$ cat src/rtl/adler32_check.sv
// Adler-32 receive checker: sums a sized payload and compares it with a 4-byte trailer.
// Optional macro ADLER32_CHECK_OVERRUN_EN builds sticky overrun detection.
module adler32_check #(
   parameter int SIZE_W = 32,
   parameter int MOD    = 65521
) (
   input  logic              clock,
   input  logic              rst,
   input  logic              size_valid,
   input  logic [SIZE_W-1:0] size,
   input  logic              data_valid,
   input  logic [7:0]        data,
   output logic              busy,
   output logic              done,
   output logic              match,
   output logic [31:0]       computed,
   output logic [31:0]       received,
   output logic              overrun
);

   typedef enum logic [1:0] {
      IDLE,
      PAYLOAD,
      TRAILER,
      DONE
   } state_t;

   localparam logic [16:0]       MOD17   = 17'(MOD);
   localparam logic [SIZE_W-1:0] CNT_ONE = SIZE_W'(1);

   state_t            state;
   state_t            state_nxt;
   logic [15:0]       a;
   logic [15:0]       b;
   logic [SIZE_W-1:0] count;
   logic [2:0]        tcnt;
   logic [16:0]       a_sum;
   logic [16:0]       a_red;
   logic [16:0]       b_sum;
   logic [16:0]       b_red;
   logic [15:0]       a_nxt;
   logic [15:0]       b_nxt;
   logic              pay_byte;
   logic              trl_byte;

   // byte qualification and one modular Adler step
   always_comb begin
      pay_byte = data_valid && !size_valid && (state == PAYLOAD);
      trl_byte = data_valid && !size_valid && (state == TRAILER);
      a_sum    = {1'b0, a} + {9'b0, data};
      a_red    = a_sum - MOD17;
      a_nxt    = (a_sum >= MOD17) ? a_red[15:0] : a_sum[15:0];
      b_sum    = {1'b0, b} + {1'b0, a_nxt};
      b_red    = b_sum - MOD17;
      b_nxt    = (b_sum >= MOD17) ? b_red[15:0] : b_sum[15:0];
   end

   // state register
   always_ff @(posedge clock or posedge rst) begin
      if (rst) state <= IDLE;
      else     state <= state_nxt;
   end

   // next state: size_valid restarts from anywhere
   always_comb begin
      state_nxt = state;
      if (size_valid) begin
         state_nxt = (size != '0) ? PAYLOAD : TRAILER;
      end else begin
         case (state)
            PAYLOAD: if (data_valid && count == CNT_ONE) state_nxt = TRAILER;
            TRAILER: if (data_valid && tcnt == 3'd1)     state_nxt = DONE;
            default: state_nxt = state;
         endcase
      end
   end

   // checksum, payload counter and trailer assembly
   always_ff @(posedge clock or posedge rst) begin
      if (rst) begin
         a        <= 16'd1;
         b        <= 16'd0;
         count    <= '0;
         tcnt     <= 3'd0;
         received <= 32'd0;
      end else if (size_valid) begin
         a        <= 16'd1;
         b        <= 16'd0;
         count    <= size;
         tcnt     <= 3'd4;
         received <= 32'd0;
      end else if (pay_byte) begin
         a     <= a_nxt;
         b     <= b_nxt;
         count <= count - CNT_ONE;
      end else if (trl_byte) begin
         received <= {received[23:0], data};
         tcnt     <= tcnt - 3'd1;
      end
   end

   // status outputs derived from state
   always_comb begin
      computed = {b, a};
      busy     = (state == PAYLOAD) || (state == TRAILER);
      done     = (state == DONE);
      match    = done && (computed == received);
   end

`ifdef ADLER32_CHECK_OVERRUN_EN
   // sticky flag for bytes arriving while no frame is open
   always_ff @(posedge clock or posedge rst) begin
      if (rst)
         overrun <= 1'b0;
      else if (size_valid)
         overrun <= 1'b0;
      else if (data_valid && (state == IDLE || state == DONE))
         overrun <= 1'b1;
   end
`else
   assign overrun = 1'b0;
`endif

endmodule

$ cat config.mk
export PLATFORM = sky130hd
export DESIGN_NAME = adler32_check
export DESIGN_NICKNAME = d
export VERILOG_FILES = /design/src/rtl/adler32_check.sv
export SDC_FILE = /design/constraint.sdc
export NUM_CORES = 1
export LEC_CHECK = 0
export CORE_MARGIN = 5
export CORE_UTILIZATION = 60
export CTS_CLUSTER_DIAMETER = 60
export CTS_CLUSTER_SIZE = 8
export DETAILED_ROUTE_END_ITERATION = 10
export GPL_TIMING_DRIVEN = 1
export HOLD_SLACK_MARGIN = 0.03
export PLACE_DENSITY = 0.87
export SLEW_MARGIN = 20
export SYNTH_ARGS = -nofsm -noshare
export SYNTH_HDL_FRONTEND = slang
export SYNTH_SLANG_ARGS = --single-unit
$ cat constraint.sdc
create_clock -name clock -period 17.5 [get_ports clock]
set_input_delay 2.625 -clock clock [delete_from_list [all_inputs] [get_ports clock]]
set_output_delay 2.625 -clock clock [all_outputs]
set_load 0.005 [all_outputs]
==> results of run 1 <==
[through the flow]
step | area, um2 | total power, mW | worst slack [ps]
floorplan | 7380 | 0.425 | 9440
global placement | 8500 | 0.493 | 8590
detailed placement | 8500 | 0.497 | 8430
CTS | 8820 | 0.714 | 8770
global route | 8830 | 0.753 | 8340
finish | 8830 | 0.718 | 8710
[report_power, final]
part,internal [mW],total (mW),switching (mW),leakage (nW)
clock network,0.129,0.220,0.0911,0.158
logic,0.0961,0.226,0.130,1.99
registers,0.249,0.272,0.0229,1.33
total,0.474,0.718,0.244,3.48
[critical path, delay by kind of cell]
kind	cells	cell delay (ps)
AOI/OAI and AO/OA	7	2170
and+or+nand+nor	5	2100
adders and majority gates	4	1240
buffers and inverters	2	560
xor gates and xnor gates	2	360
[cell usage after synthesis, drive strengths merged (5+ instances only)]
cell type	count	area [um2]
a211oi	24	185
a21o	15	113
a21oi	74	370
a2bb2oi	5	43.8
and2	6	37.5
and3	9	56.3
buf	10	55.1
clkbuf	39	146
dfrtp	100	2500
ha	37	463
inv	24	90.1
mux2i	6	60.1
nand2	139	522
nand2b	6	37.5
nand3	14	70.1
nand4	18	113
nor2	76	285
nor2b	6	37.5
nor3	29	145
nor4	23	150
o2111ai	6	52.6
o211ai	6	45.0
o21a	7	52.6
o21ai	61	305
or2	5	31.3
or3	5	31.3
or4	6	45.0
xnor2	79	692
xor2	22	193
[sequential cells by signal, indices dropped and copies added, names as in the netlist]
| register | count |
|---|---|
| received | 32 |
| tcnt | 3 |
| count | 32 |
| b | 16 |
| state | 2 |
| a | 16 |
[cell type report]
class	instances	area share, %
multi-input cells	730	51.7
flip-flops and latches	101	28.7
repair buffers	114	12.8
clock buffers	10	2.71
well taps	147	2.08
inverters	24	1.05
clock inverters	6	0.978
[routing by layer]
layer | vias up | share of wire, %
li1 | 3353 | -
met1 | 3381 | 44
met2 | 312 | 45
met3 | 38 | 8.1
met4 | 0 | 2.6
met5 | - | 0
[final timing paths]
check,end,slack (ps)
hold reg to reg,a[0]$_DFFE_PP1P_,560
max in group asynchronous,tcnt[2]$_DFFE_PP0P_,13940
setup / recovery,b[8]$_DFFE_PP0P_,8710
min in group asynchronous,received[29]$_DFFE_PP0P_,2570
hold / removal,a[0]$_DFFE_PP1P_,560
setup reg to reg,b[8]$_DFFE_PP0P_,10870
[logic make-up after synthesis]
kind of cell | count (synthesis) | synth area share, %
AOI/OAI and AO/OA | 223 | 18.8
xor gates and xnor gates | 101 | 12.0
adders and majority gates | 39 | 6.81
buffers and inverters | 73 | 3.95
DFF | 101 | 34.3
muxes | 7 | 0.966
other | 1 | 0.0508
and+or+nand+nor | 359 | 23.2
==> summary.txt, run 1 <==
Final layout
  – Ant diodes: 0
  – Storage element area: 0.00253 mm2
  – Layout cell share with drive strength beyond 1: 3.76%
  – Most frequent standard cell in the layout excluding fill and tap cells: sky130_fd_sc_hd__nand2_1
  – Commonest cells after routing, fill and taps aside: sky130_fd_sc_hd__nand2_1, sky130_fd_sc_hd__clkdlybuf4s50_1, sky130_fd_sc_hd__dfrtp_1, sky130_fd_sc_hd__xnor2_1, sky130_fd_sc_hd__nor2_1
  – Fill cells: 898
  – Final Util: 73.5%
  – Final standard cell count with taps included and fillers excluded: 1132
  – Number of nets in the layout: 1063
  – Area occupied by multi-input gates: 0.00456 mm2
  – Layout Area Growth over Synthesis: 19.6%

Critical path
  – Maximum single-stage delay on the critical path: 850 ps
  – Slowest stage cell, crit path: sky130_fd_sc_hd__nor4_1
  – Type of the worst setup path: in2reg
  – Critical-path cell list: clkdlybuf4s50_1 -> ha_1 -> fa_1 -> a211oi_1 -> o211ai_1 -> nand4_1 -> nor4_1 -> a31o_2 -> xnor2_1 -> ha_1 -> inv_1 -> fa_1 -> nor4b_1 -> a2111oi_0 -> nand4_1 -> a2111oi_2 -> and4b_2 -> o2111ai_1 -> xnor2_1 -> a211oi_1
  – CP required: 17760 ps
  – Worst setup EP type: register
  – Startpoint of the most critical setup path: data[0]
  – Reg2reg start: a[0]$_DFFE_PP1P_
  – R2R cell count: 19
  – Worst setup SP type: primary input
  – Maximum fanout along the worst path: 15
  – Data arrival at the endpoint of the critical path: 9050 ps

Place
  – HPWL after detailed placement: 15300 um
  – Global placer's final weighted congestion: 0.956
  – Number of port buffers: 110
  – Cell Count Post-Placement: 1116

Synth
  – Part of the Yosys area used for sequential elements: 34.3%
  – Cells after Synth: 904
  – Predominant post-synthesis flop cell: sky130_fd_sc_hd__dfrtp_1
  – Synth async-reset ratio: 100%
  – Syn Nets: 987
  – Number of storage elements in the synthesis netlist: 101
  – Distinct cell type count after synthesis: 63
  – Count of flip-flops with a built-in enable after synthesis: 0
  – Netlist area before placement: 0.00738 mm2
  – Per-instance average area after synthesis: 8.16 um2
  – YS warnings: 0

Clock tree
  – Number of sinks on the clock net: 101
  – Num CTS Buffers: 9
  – Clock Root Buffer: sky130_fd_sc_hd__clkbuf_16
  – Hold_buf cts: 0
  – Clock latency of the later-clocked register in the worst-skew pair: 360 ps
  – Number of H-tree levels: 3
  – Clock transition at the registers of the reported paths: 70 ps
  – Post_cts resized: 0
  – Setup fix buffers added after clock tree synthesis: 0
  – CTS tree: done
  – Maximum buffer depth of the clock tree: 2

Timing
  – Final count of hold timing violations: 0
  – Achievable clock frequency: 114 MHz
  – RSZ-0062 raised after global routing: false
  – Worst-case headroom to the max-slew limit: 30.5%
  – Final setup fails: 0
  – Time the worst path needs with I/O delays and setup: 8790 ps
  – Transition at the pin with the smallest max-transition slack: 1040 ps
  – Total count of max-transition violations in the final report: 0
  – Final worst-path cycle share: 50.2%
  – Smallest hold slack: 561 ps
  – Total negative setup slack: 0 ps
  – Layout Skew: 5.78 ps

Route
  – Overall via count from detail_route: 7084
  – Number of vias per cell after detailed routing: 6.26
  – Wirelength, routed: 20800 um
  – Number of DRC violations after detailed routing: 0
  – Wire length per cell: 18.4 um
  – Post-route antenna net violation count: 0
  – Number of detailed-route iterations in the first pass: 5
  – Number of DRC markers in iteration 0: 694

Pwr
  – Worst supply voltage drop on vdd: 0.0399 mV
  – Leak: 3.48 nW
  – Total power density per cell area: 81.4 mW/mm2

Global route
  – Number of global-route vias before repair: 6672
  – First-pass GRT wire length: 33900 um
  – Maximum number of pins on one net before global-route repair: 79
  – Met1 capacity usage during global routing: 41.6%
  – Layer with the highest usage after global routing: met2
  – GRT Overall Usage: 28.8%
  – Initial antenna violation count: 0
  – Met2 Resource Use GR: 44.0%
  – Total global routing overflow: 0
  – GR Util met3: 3.54%

Die
  – Die Width: 121 um
  – Std-Cell Core Area: 0.0120 mm2
  – Die footprint: 0.0146 mm2
  – Initial Util: 61.4%
  – Total I/O pin count: 112
  – Die extent in y: 121 um
  – Std cell rows: 40

Worst hold path
  – Cells on Worst Hold Path: 2
  – Tightest Hold Check Type: reg2reg
  – Launch point of the worst hold path: a[0]$_DFFE_PP1P_

Status
  – Result of the run: complete, no violations

Run
  – Maximum capacitance violations: 0
(Power assumes the default switching activity.)
==> run 2, diff against run 1 <==
Settings changed: CORE_UTILIZATION 60 to 50, PLACE_DENSITY 0.87 to 0.78.
Clock period 17.5 ns to 7.7 ns, I/O delays scaled along.
==> run 2 against run 1 <==
Worst setup slack got worse by 8300 ps. Critical path type unchanged. Via count decreased by 2.1%. Cell count increased by 3.5%. Critical path depth increased by 2. Clock power increased by 95%. First-iteration DRC count decreased by 14%. Non-clock buffer count increased by 5. Utilization decreased by 12 points. Routed wire length decreased by 2.0%.
==> summary.txt, run 2 (same netlist as run 1, synthesis figures left out) <==
Critical path
  – Worst setup SP type: primary input (unchanged)
  – Critical path capture point: b[10]$_DFFE_PP0P_ (was b[8]$_DFFE_PP0P_)
  – Critical-path cell list: clkdlybuf4s50_1 -> ha_1 -> fa_1 -> a211oi_1 -> o211ai_1 -> and2_1 -> mux2_2 -> and4_1 -> a31o_2 -> xnor2_1 -> ha_1 -> inv_1 -> fa_1 -> and3b_1 -> nor3_1 -> or2_1 -> or4_1 -> a2111oi_2 -> and4b_2 -> o21ai_0 -> xnor2_1 -> a211oi_1 (was clkdlybuf4s50_1 -> ha_1 -> fa_1 -> a211oi_1 -> o211ai_1 -> nand4_1 -> nor4_1 -> a31o_2 -> xnor2_1 -> ha_1 -> inv_1 -> fa_1 -> nor4b_1 -> a2111oi_0 -> nand4_1 -> a2111oi_2 -> and4b_2 -> o2111ai_1 -> xnor2_1 -> a211oi_1)
  – Reg2reg start: a[0]$_DFFE_PP1P_ (unchanged)
  – Maximum fanout along the worst path: 15 (unchanged)
  – Register-to-register setup slack: 1340 ps (was 10870 ps)
  – Worst setup EP type: register (unchanged)
  – Slowest stage cell, crit path: sky130_fd_sc_hd__or4_1 (was sky130_fd_sc_hd__nor4_1)
  – Startpoint of the most critical setup path: data[0] (unchanged)
  – Worst R2R End: b[10]$_DFFE_PP0P_ (was b[8]$_DFFE_PP0P_)
  – R2R cell count: 21 (was 19)
  – Data arrival at the endpoint of the critical path: 7530 ps (was 9050 ps)
  – CP required: 7940 ps (was 17760 ps)
  – Type of the worst setup path: in2reg (unchanged)
  – Maximum single-stage delay on the critical path: 570 ps (was 850 ps)

Final layout
  – Cell area after layout: 0.00885 mm2 (was 0.00883 mm2)
  – Number of nets in the layout: 1068 (was 1063)
  – Final Util: 61.1% (was 73.5%)
  – Registers with the most flip-flops: count: 32 flops, received: 32 flops (unchanged)
  – Layout Area Growth over Synthesis: 19.9% (was 19.6%)
  – Layout cell share with drive strength beyond 1: 3.95% (was 3.76%)
  – Final standard cell count with taps included and fillers excluded: 1172 (was 1132)
  – Commonest cells after routing, fill and taps aside: sky130_fd_sc_hd__nand2_1, sky130_fd_sc_hd__clkdlybuf4s50_1, sky130_fd_sc_hd__dfrtp_1, sky130_fd_sc_hd__xnor2_1, sky130_fd_sc_hd__nor2_1 (unchanged)
  – Most frequent standard cell in the layout excluding fill and tap cells: sky130_fd_sc_hd__nand2_1 (unchanged)
  – Ant diodes: 0 (unchanged)

Route
  – Overall via count from detail_route: 6938 (was 7084)
  – Number of vias per cell after detailed routing: 5.92 (was 6.26)
  – Wirelength, routed: 20400 um (was 20800 um)
  – Number of DRC markers in iteration 0: 595 (was 694)
  – Number of DRC violations after detailed routing: 0 (unchanged)
  – Wire length per cell: 17.4 um (was 18.4 um)
  – Post-route antenna net violation count: 0 (unchanged)
  – Number of detailed-route iterations in the first pass: 5 (unchanged)

Timing
  – Final count of hold timing violations: 0 (unchanged)
  – Worst-case headroom to the max-slew limit: 47.7% (was 30.5%)
  – Layout Skew: 8.54 ps (was 5.78 ps)
  – Total count of max-transition violations in the final report: 0 (unchanged)
  – RSZ-0062 raised after global routing: false (unchanged)
  – Time the worst path needs with I/O delays and setup: 7290 ps
  – Transition at the pin with the smallest max-transition slack: 784 ps (was 1040 ps)
  – Total negative setup slack: 0 ps (unchanged)
  – Final setup fails: 0 (unchanged)
  – Achievable clock frequency: 137 MHz
  – Final worst-path cycle share: 94.7%

Die
  – Die Width: 131 um (was 121 um)
  – Std cell rows: 44 (was 40)
  – Std-Cell Core Area: 0.0145 mm2 (was 0.0120 mm2)
  – Initial Util: 51.0% (was 61.4%)
  – Die extent in y: 131 um (was 121 um)
  – Die footprint: 0.0173 mm2 (was 0.0146 mm2)
  – Total I/O pin count: 112 (unchanged)

Pwr
  – Worst supply voltage drop on vdd: 0.0976 mV (was 0.0399 mV)
  – Total power density per cell area: 177 mW/mm2 (was 81.4 mW/mm2)
  – Leak: 3.48 nW (about the same)

Clock tree
  – Num CTS Buffers: 9 (unchanged)
  – Clock Root Buffer: sky130_fd_sc_hd__clkbuf_16 (unchanged)
  – CTS tree: done (unchanged)
  – Clock transition at the registers of the reported paths: 70 ps (about the same)
  – Clock latency of the later-clocked register in the worst-skew pair: 350 ps (was 360 ps)
  – Maximum buffer depth of the clock tree: 2 (unchanged)
  – Number of H-tree levels: 3 (unchanged)
  – Hold_buf cts: 0 (unchanged)
  – Number of sinks on the clock net: 101 (unchanged)

Global route
  – Number of global-route vias before repair: 6551 (was 6672)
  – First-pass GRT wire length: 33200 um (was 33900 um)
  – Total global routing overflow: 0 (unchanged)
  – Initial antenna violation count: 0 (unchanged)
  – Maximum number of pins on one net before global-route repair: 82 (was 79)
  – GRT Overall Usage: 22.8% (was 28.8%)

Place
  – Post-place instance area: 0.00858 mm2 (was 0.00850 mm2)
  – HPWL after detailed placement: 15400 um (was 15300 um)
  – Cell Count Post-Placement: 1158 (was 1116)
  – Global placer's final weighted congestion: 0.874 (was 0.956)
  – Number of port buffers: 110 (unchanged)

Run
  – Maximum capacitance violations: 0 (unchanged)

Worst hold path
  – Tightest Hold Check Type: reg2reg (unchanged)

Status
  – Result of the run: complete, no violations (unchanged)
==> run 2: cell count changes in the layout (fill, tap and decap cells not counted), sizes merged <==
cell,previous run,this run
bufinv,2,0
clkinv,3,2
clkbuf,10,12
buf,5,10
clkinvlp,1,0
==> run 2: power by group <==
group / switching (mW) / internal (mW)
clock: 0.197 / 0.233
combinational: 0.295 / 0.225
sequential: 0.0514 / 0.565
==> run 2: worst min path at each step <==
stage,slack (ps),depth (start not counted),start,endpoint
6_report,540,2,a[0]$_DFFE_PP1P_,a[0]$_DFFE_PP1P_
5_1_grt,570,2,a[0]$_DFFE_PP1P_,a[0]$_DFFE_PP1P_
2_1_floorplan,500,2,a[0]$_DFFE_PP1P_,a[0]$_DFFE_PP1P_
3_5_place_dp,530,2,a[0]$_DFFE_PP1P_,a[0]$_DFFE_PP1P_
3_3_place_gp,510,2,a[0]$_DFFE_PP1P_,a[0]$_DFFE_PP1P_
4_1_cts,540,2,a[0]$_DFFE_PP1P_,a[0]$_DFFE_PP1P_
==> run 2: worst max-delay path, delay by kind of cell <==
family | cells | cell delay (ps)
simple gates | 7 | 2140
compound gates | 6 | 1690
fa+ha+maj | 4 | 1380
buf+inv | 2 | 520
xor+xnor | 2 | 360
mux | 1 | 290
==> run 2: what timing repair did <==
item	CTS	global route
gates resized for setup	0	1
endpoints found under the setup margin	0	1
buffers inserted	0	0
==> run 2: through the flow <==
| stage | power, mW | hold slack (ps) | worst slack (ps) |
|---|---|---|---|
| 2_1_floorplan | 0.966 | 496 | 1110 |
| 3_3_place_gp | 1.13 | 512 | 271 |
| 3_5_place_dp | 1.14 | 525 | 141 |
| 4_1_cts | 1.56 | 544 | 479 |
| 5_1_grt | 1.65 | 574 | 51.6 |
| 6_report | 1.57 | 540 | 411 |
==> run 2: routing by layer <==
layer  vias to the layer above  wire length [um]  global-route usage [%]
li1                       3357                 -                       -
met1                      3304              9460                    32.7
met2                       248              9220                    35.5
met3                        29              1320                    3.71
met4                         0               403                    6.86
met5                         -                 0                       0
==> run 2: cell type report <==
type                            instances  area (um2)
Inverter                               24        92.6
Sequential cell                       101        2530
Tap cell                              184         230
Clock buffer                           12         256
Multi-Input combinational cell        730        4560
Clock inverter                          2        10.0
Timing Repair Buffer                  119        1170
Fill cell                            1274        5630
==> run 3, diff against run 2 <==
Settings changed: CORE_ASPECT_RATIO set to 2, SETUP_SLACK_MARGIN set to 0.15.
==> run 3 against run 2 <==
Worst hold slack hardly changed. Critical path depth is 2 higher. Die area is 0.85% higher. Global-route usage is 2.3 points higher.
==> summary.txt, run 3 (same netlist as run 1, synthesis figures left out) <==
Timing
  – Total count of max-transition violations in the final report: 0 (unchanged)
  – Crit path setup slack, layout: 448 ps (was 411 ps)
  – Transition at the pin with the smallest max-transition slack: 922 ps (was 784 ps)
  – Worst-case headroom to the max-slew limit: 38.6% (was 47.7%)
  – Final count of hold timing violations: 0 (unchanged)
  – Final worst-path cycle share: 94.2% (was 94.7%)
  – Total negative setup slack: 0 ps (unchanged)
  – RSZ-0062 raised after global routing: false (unchanged)
  – Final setup fails: 0 (unchanged)
  – Time the worst path needs with I/O delays and setup: 7250 ps (was 7290 ps)
  – Layout Skew: 10.3 ps (was 8.54 ps)
  – Achievable clock frequency: 138 MHz (was 137 MHz)

Critical path
  – Critical path capture point: b[2]$_DFFE_PP0P_ (was b[10]$_DFFE_PP0P_)
  – Reg2reg start: a[0]$_DFFE_PP1P_ (unchanged)
  – Slowest stage cell, crit path: sky130_fd_sc_hd__or4_1 (unchanged)
  – Worst R2R End: b[2]$_DFFE_PP0P_ (was b[10]$_DFFE_PP0P_)
  – Worst setup EP type: register (unchanged)
  – Startpoint of the most critical setup path: data[0] (unchanged)
  – CP required: 7950 ps (was 7940 ps)
  – Critical-path cell list: clkdlybuf4s50_1 -> ha_1 -> fa_1 -> a211oi_2 -> o211ai_1 -> a31o_2 -> a211o_1 -> o31ai_1 -> and3_1 -> a21o_1 -> a21oi_1 -> nor2_1 -> ha_1 -> a21o_1 -> a221o_2 -> xnor2_1 -> or4_1 -> a2111oi_4 -> and4b_4 -> buf_4 -> buf_4 -> o21ai_0 -> xnor2_1 -> a211oi_1 (was clkdlybuf4s50_1 -> ha_1 -> fa_1 -> a211oi_1 -> o211ai_1 -> and2_1 -> mux2_2 -> and4_1 -> a31o_2 -> xnor2_1 -> ha_1 -> inv_1 -> fa_1 -> and3b_1 -> nor3_1 -> or2_1 -> or4_1 -> a2111oi_2 -> and4b_2 -> o21ai_0 -> xnor2_1 -> a211oi_1)
  – Maximum single-stage delay on the critical path: 600 ps (was 570 ps)
  – Worst setup SP type: primary input (unchanged)
  – Type of the worst setup path: in2reg (unchanged)
  – Register-to-register setup slack: 1310 ps (was 1340 ps)
  – Maximum fanout along the worst path: 8 (was 15)
  – Data arrival at the endpoint of the critical path: 7510 ps (was 7530 ps)
  – R2R cell count: 22 (was 21)

Route
  – Overall via count from detail_route: 7039 (was 6938)
  – Number of detailed-route iterations in the first pass: 5 (unchanged)
  – Number of vias per cell after detailed routing: 5.92 (about the same)
  – Post-route antenna net violation count: 0 (unchanged)
  – Number of DRC violations after detailed routing: 0 (unchanged)
  – Number of DRC markers in iteration 0: 388 (was 595)
  – Wire length per cell: 18.0 um (was 17.4 um)
  – Wirelength, routed: 21400 um (was 20400 um)

Clock tree
  – Number of H-tree levels: 3 (unchanged)
  – Maximum buffer depth of the clock tree: 2 (unchanged)
  – Number of sinks on the clock net: 101 (unchanged)
  – Clock transition at the registers of the reported paths: 70 ps (about the same)
  – CTS tree: done (unchanged)
  – Clock Root Buffer: sky130_fd_sc_hd__clkbuf_16 (unchanged)
  – Num CTS Buffers: 9 (unchanged)
  – Clock latency of the later-clocked register in the worst-skew pair: 350 ps (about the same)

Final layout
  – Storage element area: 0.00253 mm2 (unchanged)
  – Most frequent standard cell in the layout excluding fill and tap cells: sky130_fd_sc_hd__nand2_1 (unchanged)
  – Layout Area Growth over Synthesis: 21.1% (was 19.9%)
  – Commonest cells after routing, fill and taps aside: sky130_fd_sc_hd__nand2_1, sky130_fd_sc_hd__clkdlybuf4s50_1, sky130_fd_sc_hd__dfrtp_1, sky130_fd_sc_hd__xnor2_1, sky130_fd_sc_hd__nor2_1 (unchanged)
  – Ant diodes: 0 (unchanged)
  – Number of nets in the layout: 1073 (was 1068)
  – Layout cell share with drive strength beyond 1: 4.93% (was 3.95%)
  – Cell area after layout: 0.00894 mm2 (was 0.00885 mm2)
  – Final Util: 61.0% (was 61.1%)
  – Registers with the most flip-flops: count: 32 flops, received: 32 flops (unchanged)
  – Fill cells: 1289 (was 1274)
  – Area occupied by multi-input gates: 0.00459 mm2 (was 0.00456 mm2)

Pwr
  – Worst supply voltage drop on vdd: 0.107 mV (was 0.0976 mV)
  – Switching power share of the total: 35.5% (was 34.7%)
  – Switching power summed over all nets: 0.562 mW (was 0.544 mW)
  – Leak: 3.51 nW (was 3.48 nW)
  – Reg power frac: 38.9% (was 39.4%)
  – Total power density per cell area: 177 mW/mm2 (about the same)
  – Portion of total power attributed to the clock network: 27.8% (was 27.4%)
  – Internal power: 1.02 mW (about the same)
  – Combinational cell fraction of total power: 33.3% (was 33.2%)

Die
  – Die footprint: 0.0174 mm2 (was 0.0173 mm2)
  – Initial Util: 50.3% (was 51.0%)
  – Die Width: 95.9 um (was 131 um)
  – Total I/O pin count: 112 (unchanged)
  – Std cell rows: 63 (was 44)
  – Std-Cell Core Area: 0.0147 mm2 (was 0.0145 mm2)
  – Die extent in y: 182 um (was 131 um)

Global route
  – Maximum number of pins on one net before global-route repair: 93 (was 82)
  – First-pass GRT wire length: 34800 um (was 33200 um)
  – Number of global-route vias before repair: 6755 (was 6551)
  – GRT Overall Usage: 25.1% (was 22.8%)
  – Initial antenna violation count: 0 (unchanged)
  – Total global routing overflow: 0 (unchanged)

Place
  – HPWL after detailed placement: 16100 um (was 15400 um)
  – Worst setup slack before clock tree synthesis: 36.5 ps (was 141 ps)
  – Post-place instance area: 0.00859 mm2 (was 0.00858 mm2)
  – Global placer's final weighted congestion: 0.934 (was 0.874)
  – Number of port buffers: 110 (unchanged)

Status
  – Result of the run: complete, no violations (unchanged)

Run
  – Maximum capacitance violations: 0 (unchanged)

Worst hold path
  – Tightest Hold Check Type: reg2reg (unchanged)
[run 3: how the worst min path moves through the flow]
stage | depth (start not counted) | end | slack [ps] | start
2_1_floorplan | 2 | a[0]$_DFFE_PP1P_ | 500 | a[0]$_DFFE_PP1P_
6_report | 2 | a[0]$_DFFE_PP1P_ | 540 | a[0]$_DFFE_PP1P_
5_1_grt | 2 | a[0]$_DFFE_PP1P_ | 550 | a[0]$_DFFE_PP1P_
3_5_place_dp | 2 | a[0]$_DFFE_PP1P_ | 530 | a[0]$_DFFE_PP1P_
4_1_cts | 2 | a[0]$_DFFE_PP1P_ | 540 | a[0]$_DFFE_PP1P_
3_3_place_gp | 2 | a[0]$_DFFE_PP1P_ | 520 | a[0]$_DFFE_PP1P_
[run 3: layer usage]
metal / track usage (%) / wire length, um / up-vias
met5: 0 / 0 / -
met4: 8.72 / 609 / 0
met3: 4.23 / 1490 / 43
met2: 39.0 / 10100 / 301
met1: 35.1 / 9170 / 3321
li1: - / - / 3374
[run 3: critical path: cells and delay by family]
family	cells	cell delay (ps)
and+or+nand+nor	4	1400
adders and majority gates	3	1060
AOI/OAI and AO/OA	12	2850
xor gates and xnor gates	2	360
buffers and inverters	3	680
[run 3: cell type report]
type | instances | area share (%)
well taps | 195 | 2.73
repair buffers | 124 | 13.4
multi-input cells | 730 | 51.4
inverters | 24 | 1.04
flip-flops and latches | 101 | 28.3
clock buffers | 10 | 2.67
clock inverters | 5 | 0.462
[run 3: power groups by stage]
| stage | logic (mW) | registers (mW) | clock network (mW) |
|---|---|---|---|
| finish | 0.527 | 0.617 | 0.440 |
| CTS | 0.519 | 0.616 | 0.445 |
| detailed placement | 0.514 | 0.626 | 0 |
| global route | 0.588 | 0.622 | 0.465 |
| floorplan | 0.357 | 0.608 | 0 |
| global placement | 0.506 | 0.625 | 0 |
[run 3: repair_timing]
item | CTS | global route
buffers inserted | 0 | 5
setup endpoints to repair | 0 | 13
gates resized for setup | 0 | 6
hold buffers | 0 | 0
[run 3: per-stage QoR]
| stage | power [mW] | hold WS (ps) | instances |
|---|---|---|---|
| floorplan | 0.966 | 496 | 904 |
| global placement | 1.13 | 524 | 1169 |
| detailed placement | 1.14 | 528 | 1169 |
| CTS | 1.58 | 540 | 1184 |
| global route | 1.67 | 552 | 1189 |
| finish | 1.58 | 539 | 1189 |
